**config.mk**
```make
export PLATFORM = sky130hd
export DESIGN_NAME = resp_metric_acc
export DESIGN_NICKNAME = d
export VERILOG_FILES = /design/src/rtl/partition_resp_checker_pkg.sv /design/src/rtl/partition_resp_checker_acc.sv
export SDC_FILE = /design/constraint.sdc
export NUM_CORES = 1
export LEC_CHECK = 0
export ABC_AREA = 1
export CORE_MARGIN = 5
export CORE_UTILIZATION = 46
export CTS_CLUSTER_SIZE = 20
export DETAILED_ROUTE_END_ITERATION = 12
export PLACE_DENSITY = 0.76
export SYNTH_ARGS = -nofsm -noshare
export SYNTH_HDL_FRONTEND = slang
export SYNTH_SLANG_ARGS = --single-unit
```
**constraint.sdc**
```tcl
create_clock -name clk -period 2.39 [get_ports clk]
set_clock_uncertainty 0.2 [all_clocks]
set_input_delay 0.3585 -clock clk [delete_from_list [all_inputs] [get_ports clk]]
set_output_delay 0.3585 -clock clk [all_outputs]
set_load 0.02 [all_outputs]
```
**src/rtl/partition_resp_checker_pkg.sv**
```systemverilog
// rtl/partition_resp_checker_pkg.sv - shared state enum and response-metric helpers
package partition_resp_checker_pkg;

  typedef enum logic [1:0] {S_IDLE, S_SETTLE, S_SAMPLE, S_DONE} state_t;

  localparam int FN_W = 32;

  function automatic logic [FN_W-1:0] popcount(input logic [FN_W-1:0] v);
    logic [FN_W-1:0] c;
    c = '0;
    for (int i = 0; i < FN_W; i++) c = c + FN_W'(v[i]);
    return c;
  endfunction

  // Operands are zero-extended unsigned values narrower than FN_W, so the
  // wide subtraction never overflows and the magnitude fits the operand width.
  function automatic logic [FN_W-1:0] abs_diff(input logic [FN_W-1:0] a,
                                               input logic [FN_W-1:0] b);
    return (a >= b) ? (a - b) : (b - a);
  endfunction

endpackage

```
**src/rtl/partition_resp_checker_acc.sv**
```systemverilog
// rtl/partition_resp_checker_acc.sv - mismatch, Hamming-sum and worst-error accumulators
module resp_metric_acc
  import partition_resp_checker_pkg::*;
#(
  parameter int N_IN  = 7,
  parameter int N_OUT = 4,
  parameter int HD_W  = 10
) (
  input  logic              clk,
  input  logic              rst,
  input  logic              clear,
  input  logic              sample,
  input  logic [N_OUT-1:0]  po_exact,
  input  logic [N_OUT-1:0]  po_approx,
  output logic [N_IN:0]     err_count,
  output logic [HD_W-1:0]   hd_sum,
  output logic [N_OUT-1:0]  max_abs_err
);

  logic [N_OUT-1:0] diff_mag;
  logic [HD_W-1:0]  diff_bits;

  assign diff_mag  = N_OUT'(abs_diff(FN_W'(po_approx), FN_W'(po_exact)));
  assign diff_bits = HD_W'(popcount(FN_W'(po_approx ^ po_exact)));

  always_ff @(posedge clk or posedge rst) begin
    if (rst) begin
      err_count   <= '0;
      hd_sum      <= '0;
      max_abs_err <= '0;
    end else if (clear) begin
      err_count   <= '0;
      hd_sum      <= '0;
      max_abs_err <= '0;
    end else if (sample) begin
      if (po_approx != po_exact) err_count <= err_count + (N_IN+1)'(1);
      hd_sum <= hd_sum + diff_bits;
      if (diff_mag > max_abs_err) max_abs_err <= diff_mag;
    end
  end

endmodule

```
==> results.ini <==
[sta]
slew_headroom_pct=78.8
grt_setup_unrepaired=yes
drv_slew=0
finalCriticalPeriod_ns=2.41
tightest_slew_ns=0.317
final_hold_viol_count=0
holdWs_ns=0.167
setup_viol=1
max_freq_mhz=414
setup_ws_ns=-0.0241
period_share_pct=101

[yosys]
synthAdderAreaFrac_pct=16.5
synth-compound-area-share_pct=8.09
netlist_area_mm2=0.00159
avgSynthCellArea_um2=7.37
synthCells=216
synth_fp_nets=246
synth.largest_area_cell=dfrtp_1
synth.distinct_cells=22
netlist.area_leader.share_pct=34.6
synth_xor_xnor_area_share_pct=1.65
synth_edf_count=0
synth_top_family_by_area=simple AND/OR/NAND/NOR gates
synth_mux_area_share_pct=0
async_flop_share_pct=100
netlist_top_cells_area=dfrtp_1, nand2_1, inv_1, ha_1, fa_1
synth-main-ff-cell=dfrtp_1
yosys_warnings=0
synthSimpleGateAreaFrac_pct=27.3
synth-seq-area-share_pct=34.6
synth.ff_latch_count=22

[floorplanning]
coreArea_mm2=0.00334
start_util_pct=47.7
ios=34
num_rows=21
dieHeight_um=68.8
die_w_um=68.8
die-area_mm2=0.00474

[clock_tree]
cts_buffers=3
insertion_delay_ns=0.31
path_clk_slew_ns=0.13
cts_sinks=22
htree_num_levels=1
cts_tree=built
ctsLongestPathBuffers=2
cts-root-buf=clkbuf_4

[detailed_routing]
drt-pass1-iter-count=4
detail-route-antenna-nets=0
wl_per_cell_um=13.1
vias=1586
drc=0
wl_um=4190
viasPerCell=4.97
drtIter0Drc=93

[setup_path]
path_class=reg2reg
start_kind=flop
crit_arrival_ns=2.45
cp.required_ns=2.43
worst-path-max-fanout=3
crit_path_end_kind=flop

[placed_design]
placed_cell_area_mm2=0.00216
pre_cts_ws_ns=-0.852
globalplace.congestion=0.805
portBuffers=33
dp_hpwl_um=2970
dp.cells=309

[grt]
track_usage_pct=19.2
grt_overflow=0
grt_start_max_net_pins=23
grt_pass1_wl_um=6800
antenna_found_initial=0
grt_pass1_vias=1604

[power_and_ir_drop]
p_per_area_mw_per_mm2=553
sw_frac_of_total_pct=39.6
pwr-share-clk_pct=13.0
leakagePower_nw=1.13
pwr-share-seq_pct=34.0
ir_drop_v=0.000358
p_int_mw=0.789
total_power_mw=1.31
power_switching_mw=0.518
p_comb_share_pct=53.0

[cells_and_area]
layout_commonest_cell=nand2_1
antenna_cells=0
fin_nets=305
area_growth_pct=48.4
layout-drive-gt1-share_pct=27.1
fin_area_mm2=0.00236
final_cells=319
layout_common_cells=nand2_1, inv_1, clkdlybuf4s50_1

[min_path]
min_path_type=in2async

[run_status]
failed_checks=setup timing
status=finished with violations

[job]
maxCapViolCount=0

## power groups by stage
stage / clock network, mW / logic [mW] / registers, mW
floorplan: 0 / 0.296 / 0.494
global placement: 0 / 0.541 / 0.449
detailed placement: 0 / 0.564 / 0.452
CTS: 0.172 / 0.612 / 0.445
global route: 0.190 / 0.780 / 0.451
finish: 0.170 / 0.693 / 0.445
## metrics by stage
step,setup TNS (ns),util (%)
2_1_floorplan,-0.293,-
3_3_place_gp,-8.73,64.8
3_5_place_dp,-9.48,64.8
4_1_cts,-0.0849,68.7
5_1_grt,-0.552,70.8
6_report,-0.0241,70.8
## synth_stat cells (5+ instances only)
master	number
a21oi_1	14
nand4_1	5
o21ai_0	7
inv_1	45
nor2_1	15
fa_1	5
nor3_1	5
nand3_1	17
nand2_1	54
dfrtp_1	22
ha_1	13
## layout make-up
cell class	instances	area [um^2]
Multi-Input combinational cell	146	1050
Fill cell	281	973
Sequential cell	22	551
Timing Repair Buffer	57	508
Inverter	45	179
Tap cell	46	57.6
Clock buffer	3	22.5
## logic make-up after synthesis
group                    after synthesis
XOR/XNOR                               3
AO/OA/AOI/OAI                         24
AND/OR/NAND/NOR                      101
buffers and inverters                 48
flip-flops                            22
adder cells (fa/ha/maj)               18
## worst max-delay path, stage by stage, from the launching register on
cell	delay [ns]
dfrtp_1	0.42
inv_2	0.06
fa_1	0.42
fa_2	0.35
inv_2	0.07
fa_2	0.20
nand2_2	0.08
nor2_4	0.13
and3_4	0.19
nand2_2	0.05
nand2_1	0.05
nand2_1	0.04
nor2_1	0.08
## routing by layer
layer / share of wire [%] / routed length (um) / vias up / track usage, %
met2: 53 / 2240 / 34 / 34.6
met5: 0 / 0 / - / 0
met4: 0.96 / 40 / 0 / 4.62
met1: 42 / 1770 / 749 / 22.9
met3: 3.3 / 138 / 4 / 4.21
li1: - / - / 799 / -
## state kept, by name, summed over array words and instances, names as in the netlist
| signal | cells |
|---|---|
| hd_sum | 10 |
| max_abs_err | 4 |
| err_count | 8 |
## timing repair
item / 4_1_cts / 5_1_grt
endpoints found under the setup margin: 13 / 18
hold buffers: 0 / 0
buffers inserted: 7 / 0
pin swaps: 17 / 20
gates resized for setup: 38 / 23
## path summary, 6_finish.rpt
check | start | to | slack (ns) | cells after the start
worst max-delay path | hd_sum[0] | hd_sum[8] | -0.02 | 12
worst min-delay path | rst | hd_sum[0] | 0.17 | 3
worst max register to register | hd_sum[0] | hd_sum[8] | -0.02 | 12
worst min register to register | hd_sum[9] | hd_sum[9] | 0.35 | 3
max in group asynchronous | rst | hd_sum[2] | 1.58 | 3
min in group clk | po_approx[0] | max_abs_err[0] | 0.33 | 6
Power figures use the tool's default switching activity.
